[config.mk]
export PLATFORM = sky130hd
export DESIGN_NAME = keypad_matrix_scanner
export DESIGN_NICKNAME = d
export VERILOG_FILES = /design/src/rtl/keypad_matrix_scanner.sv
export SDC_FILE = /design/constraint.sdc
export NUM_CORES = 1
export LEC_CHECK = 0
export ABC_AREA = 1
export CAP_MARGIN = 15
export CORE_ASPECT_RATIO = 1.4
export CORE_MARGIN = 4
export CORE_UTILIZATION = 40
export DETAILED_ROUTE_END_ITERATION = 10
export GPL_ROUTABILITY_DRIVEN = 0
export GPL_TIMING_DRIVEN = 0
export PLACE_DENSITY = 0.54
export SYNTH_ARGS = -nofsm -noshare
export SYNTH_HDL_FRONTEND = slang
export SYNTH_SLANG_ARGS = --single-unit
[constraint.sdc]
create_clock -name clk -period 16.8 [get_ports clk]
set_clock_uncertainty 0.1 [all_clocks]
set_input_delay 4.2 -clock clk [delete_from_list [all_inputs] [get_ports clk]]
set_output_delay 4.2 -clock clk [all_outputs]
set_load 0.01 [all_outputs]
[src/rtl/keypad_matrix_scanner.sv]
// Purpose: scans a ROWS x COLS key matrix, debounces whole frames, reports single-key presses.
// Latency: press event registered on the edge that closes the DEBOUNCE-th identical frame.
// Backpressure: key_valid/key_ready hold; an event arriving while one is pending is dropped and flagged as overrun.
module keypad_matrix_scanner #(
    parameter int COLS     = 4,
    parameter int ROWS     = 4,
    parameter int DEBOUNCE = 3,
    localparam int CODE_W  = (ROWS * COLS > 1) ? $clog2(ROWS * COLS) : 1
) (
    input  logic              clk,
    input  logic              rst,
    input  logic [COLS-1:0]   col_onehot,
    input  logic [ROWS-1:0]   row_in,
    input  logic              key_ready,
    input  logic              clr_flags,
    output logic [CODE_W-1:0] key_code,
    output logic              key_valid,
    output logic              multi_key,
    output logic              col_error,
    output logic              overrun
);

    localparam int N = ROWS * COLS;
    localparam logic [3:0]      DEB_C   = 4'(DEBOUNCE);
    localparam logic [COLS-1:0] COL_ONE = COLS'(1);

    // Key map bit layout: bit (row*COLS + col) is 1 when that contact is closed.
    function automatic int unsigned popcnt(input logic [N-1:0] v);
        int unsigned n;
        n = 0;
        for (int i = 0; i < N; i++) begin
            if (v[i]) n++;
        end
        return n;
    endfunction

    // Sample path state
    logic [COLS-1:0] col_q;
    logic            col_vld_q;
    logic [COLS-1:0] seen_q, seen_d;
    logic [N-1:0]    fmap_q, fmap_d;

    // Debounce state
    logic [N-1:0]    cand_q, cand_d;
    logic [3:0]      cnt_q, cnt_d;
    logic [N-1:0]    acc_q, acc_d;
    logic            multi_q, multi_d;

    // Output / flag state
    logic [CODE_W-1:0] key_code_q, key_code_d;
    logic              key_valid_q, key_valid_d;
    logic              col_err_q, col_err_d;
    logic              ovr_q, ovr_d;

    // Combinational intermediates
    logic              col_is_onehot;
    logic [COLS-1:0]   seen_upd;
    logic [N-1:0]      fmap_upd;
    logic              frame_done;
    logic              bad_col;
    logic              accept;
    logic              press;
    logic [CODE_W-1:0] press_code;
    logic              drop;

    // Merge the row sense into the column that was driven last cycle; close or abort the frame.
    always_comb begin
        col_is_onehot = (col_q != '0) && ((col_q & (col_q - COL_ONE)) == '0);
        seen_upd      = seen_q | col_q;
        fmap_upd      = fmap_q;
        for (int c = 0; c < COLS; c++) begin
            for (int r = 0; r < ROWS; r++) begin
                if (col_q[c]) fmap_upd[r*COLS + c] = row_in[r];
            end
        end
        // col_vld_q masks the reset value of col_q, which is not a real sample.
        frame_done = col_vld_q && col_is_onehot && (&seen_upd);
        bad_col    = col_vld_q && !col_is_onehot;

        seen_d = seen_q;
        fmap_d = fmap_q;
        if (col_vld_q) begin
            if (!col_is_onehot || frame_done) begin
                seen_d = '0;
                fmap_d = '0;
            end else begin
                seen_d = seen_upd;
                fmap_d = fmap_upd;
            end
        end
    end

    // Register the column drive and the partially assembled frame.
    always_ff @(posedge clk or negedge rst) begin
        if (!rst) begin
            col_q     <= '0;
            col_vld_q <= 1'b0;
            seen_q    <= '0;
            fmap_q    <= '0;
        end else begin
            col_q     <= col_onehot;
            col_vld_q <= 1'b1;
            seen_q    <= seen_d;
            fmap_q    <= fmap_d;
        end
    end

    // Count identical consecutive frames; accept on the first edge the count reaches DEBOUNCE.
    always_comb begin
        cand_d     = cand_q;
        cnt_d      = cnt_q;
        acc_d      = acc_q;
        accept     = 1'b0;
        press      = 1'b0;
        press_code = '0;
        if (frame_done) begin
            if (fmap_upd == cand_q) begin
                if (cnt_q != DEB_C) begin
                    cnt_d  = cnt_q + 4'd1;
                    accept = (cnt_q + 4'd1 == DEB_C);
                end
            end else begin
                cand_d = fmap_upd;
                cnt_d  = 4'd1;
                accept = (DEB_C == 4'd1);
            end
        end
        if (accept) begin
            acc_d = fmap_upd;
            // Only a transition into a different single-key map is a press.
            press = (popcnt(fmap_upd) == 1) && (fmap_upd != acc_q);
            for (int i = 0; i < N; i++) begin
                if (fmap_upd[i]) press_code = CODE_W'(i);
            end
        end
        multi_d = (popcnt(acc_d) > 1);
    end

    // Register the debounce candidate, accepted map and multi-key level.
    always_ff @(posedge clk or negedge rst) begin
        if (!rst) begin
            cand_q  <= '0;
            cnt_q   <= '0;
            acc_q   <= '0;
            multi_q <= 1'b0;
        end else begin
            cand_q  <= cand_d;
            cnt_q   <= cnt_d;
            acc_q   <= acc_d;
            multi_q <= multi_d;
        end
    end

    // Hand the press to the consumer; clear flags take priority over new flag events.
    always_comb begin
        key_code_d  = key_code_q;
        key_valid_d = key_valid_q;
        drop        = 1'b0;
        if (press) begin
            if (!key_valid_q || key_ready) begin
                key_code_d  = press_code;
                key_valid_d = 1'b1;
            end else begin
                drop = 1'b1;
            end
        end else if (key_valid_q && key_ready) begin
            key_valid_d = 1'b0;
        end
        if (clr_flags) begin
            col_err_d = 1'b0;
            ovr_d     = 1'b0;
        end else begin
            col_err_d = col_err_q | bad_col;
            ovr_d     = ovr_q | drop;
        end
    end

    // Register the consumer-facing code/valid and the sticky flags.
    always_ff @(posedge clk or negedge rst) begin
        if (!rst) begin
            key_code_q  <= '0;
            key_valid_q <= 1'b0;
            col_err_q   <= 1'b0;
            ovr_q       <= 1'b0;
        end else begin
            key_code_q  <= key_code_d;
            key_valid_q <= key_valid_d;
            col_err_q   <= col_err_d;
            ovr_q       <= ovr_d;
        end
    end

    assign key_code  = key_code_q;
    assign key_valid = key_valid_q;
    assign multi_key = multi_q;
    assign col_error = col_err_q;
    assign overrun   = ovr_q;

endmodule
==> metrics.txt <==
Worst Path Arrival 14.63 ns; DRT iter0 DRCs 367; Post-Syn Area 7560 sq um; most frequent CP cell nand2_1; min-delay src cand_q[8]; Detail Placement HPWL 14800 um; DR DRC count 0; RSZ-0062 raised after global routing no; Slew Limit Headroom 0.540; Setup Crit Path Kind in2reg; Clock Tree Buf Depth 2; critical path's slowest cell clkdlybuf4s50_1; # Max-Cap Violations 0; fin util 0.452; peak per-stage delay on the critical path 0.58 ns; fin. max-slew vios 0; worst r2r src col_q[0]; R2R depth 65; Seq/Total Area, Yosys 0.228; DR vias 6970; Die Wd 124 um; hold worst-path end cand_q[8]; Post-Syn Instances 1175; hold buffers post-CTS 0; Peak VDD IR 0.0511 mV; Starting Density 0.406; Site Rows 59; dpl cell area 8070 sq um; FFs w/ async S/R, synth 1.00; CTS Buf Count 9; Clock Tree Root clkbuf_16; PwrDens 84.9 nW/um^2; syn nets 1220; Final Cycle Share 0.864; Setup violations, final 0; Tightest Hold Check Type reg2reg; Worst-path clk slew 0.06 ns; setup tns final 0 ns; die area 21200 sq um; WHS Path Cells 2; status completed; Setup crit end kind register; Critical Path Start Type primary input; TritonCTS clock tree built; drt via density 4.79; critical-path maximum fanout 10; GRT Util Overall 0.185; fmax 0.0689 GHz; Top FF cell, synth dfrtp_1; Finished Cell Area 8400 sq um; # nets final 1251; ANT cells 0; Pleak 4.34 nW; area delta synth->final 11.2%; Worst R2R End multi_key; flops & latches, synth 69; Worst-Skew Late Latency 0.34 ns; flop2flop setup slack 6.09 ns; Chip Height 171 um; Detailed Routing Iterations Pass 1 5; Resized cells post-CTS 0; Antenna Violating Nets Remaining 0; total gr overflow 0; number of global-route vias before repair 6994; I/O pins 20; initial antenna violation count 0; largest net degree at the start of global routing 39; Slew @ Worst Pin 0.686 ns; Mean Syn Cell Area 6.43 sq um; post-route minimum period 14.51 ns; DR WL/cell 12.3 um; Critical Path RT 16.92 ns; total wire length 17900 um; Fin Hold WS 0.404 ns; total core area 18600 sq um; post-CTS setup buffers 0; layout cell share with drive strength beyond 1 0.181; Hold Violations, Final 0; Final WS setup 2.29 ns; number of H-tree levels 3; count of flip-flops with a built-in enable after synthesis 0; input/output buffers 19; pre-CTS WS 1.91 ns; CTS sink cnt 69; synth warn 0; first-pass GRT wire length 31800 um; Netlist cell types 49
[area by class of cell]
type	count	area, sq um
multi-input combinational	891	4980
inverter	200	756
clock inverter	7	105
buffer	15	96.3
sequential	69	1730
timing repair buffer	20	208
tap	244	305
fill	2061	10200
clock buffer	9	225
[cells in the final DEF (no fill, tap or decap), types with 3 or more instances in the layout]
master and count:
nor4_1 3, buf_6 3, nand3_2 26, clkbuf_16 9, ha_1 33, nor2_4 4
nand2_1 341, buf_4 3, nor3_1 4, nand3b_1 16, nand2_4 21, nand4_1 17
inv_1 171, o21ai_0 65, clkdlybuf4s50_1 18, nand2_2 68, nor2_1 79, a21oi_1 10
nor3_2 3, o22ai_1 5, dfrtp_1 69, o21ai_2 11, xnor2_1 11, nand3_1 110
or2_2 6, o21ai_1 10, nor2_2 14, xnor2_2 3, buf_1 3, inv_2 25
clkbuf_1 6, xor2_1 9, a31oi_1 3
[routing by layer]
metal  GRT usage  routed length, um
met3      0.0225                407
met2       0.358               9640
met5           0                  0
met1       0.213               7750
met4      0.0367                150
[how the worst max path moves through the flow]
stage / start / end / slack [ns] / cells past startpoint
floorplan: row_in[1] / multi_key / 3.57 / 64
global placement: row_in[2] / multi_key / 1.96 / 66
detailed placement: row_in[2] / multi_key / 1.91 / 66
CTS: row_in[2] / multi_key / 2.19 / 66
global route: row_in[2] / multi_key / 1.14 / 67
finish: row_in[2] / multi_key / 2.29 / 66
[Yosys cell counts (all sizes together), types with 2 or more instances]
cell type / instances / area share
buf: 8 / 0.0079
clkinv: 2 / 0.00099
nand2b: 2 / 0.0017
xnor2: 14 / 0.019
nand4: 18 / 0.016
a21oi: 11 / 0.0088
a31oi: 3 / 0.0025
nor2: 98 / 0.059
clkbuf: 7 / 0.0048
inv: 198 / 0.099
or2: 7 / 0.0061
nor4: 3 / 0.0025
o21ai: 87 / 0.065
nand3: 138 / 0.11
xor2: 12 / 0.020
o22ai: 5 / 0.0041
nand2: 430 / 0.26
nand3b: 16 / 0.016
o2111ai: 2 / 0.0023
dfrtp: 69 / 0.23
ha: 33 / 0.055
nor3: 8 / 0.0088
[kinds of logic (layout without fill, tap and decap cells)]
| kind of cell | after synthesis | after routing | share of synthesized area |
|---|---|---|---|
| AOI/OAI and AO/OA | 110 | 110 | 0.0848 |
| buffers and inverters | 215 | 251 | 0.113 |
| other | 1 | 1 | 0.000496 |
| xor gates and xnor gates | 26 | 26 | 0.0391 |
| DFF | 69 | 69 | 0.228 |
| and+or+nand+nor | 721 | 721 | 0.480 |
| adders and majority gates | 33 | 33 | 0.0546 |
[worst max-delay path: cells and delay by family]
family / cells / cell delay (ns)
simple gates: 38 / 4.53
fa+ha+maj: 13 / 3.77
buf+inv: 11 / 1.41
compound gates: 4 / 0.70
[registers in the layout, indices dropped and copies added, names as in the netlist]
| name | flops |
|---|---|
| acc_q | 16 |
| cand_q | 16 |
| cnt_q | 4 |
| col_error | 1 |
| col_q | 4 |
| col_vld_q | 1 |
| fmap_q | 16 |
| key_code | 4 |
| key_valid | 1 |
| multi_key | 1 |
| overrun | 1 |
| seen_q | 4 |
[where the power goes]
group          internal, mW  switching [mW]  leakage, nW  total (mW)
registers             0.186          0.0152        0.900       0.201
clock network         0.132          0.0821        0.159       0.214
logic                 0.103           0.194         3.28       0.297
total                 0.421           0.292         4.34       0.713
[through the flow]
stage / power [mW] / std cells
floorplan: 0.445 / 1175
global placement: 0.498 / 1438
detailed placement: 0.504 / 1439
CTS: 0.721 / 1455
global route: 0.775 / 1455
finish: 0.713 / 1455
Note: power is estimated with default switching activity, not from simulation.
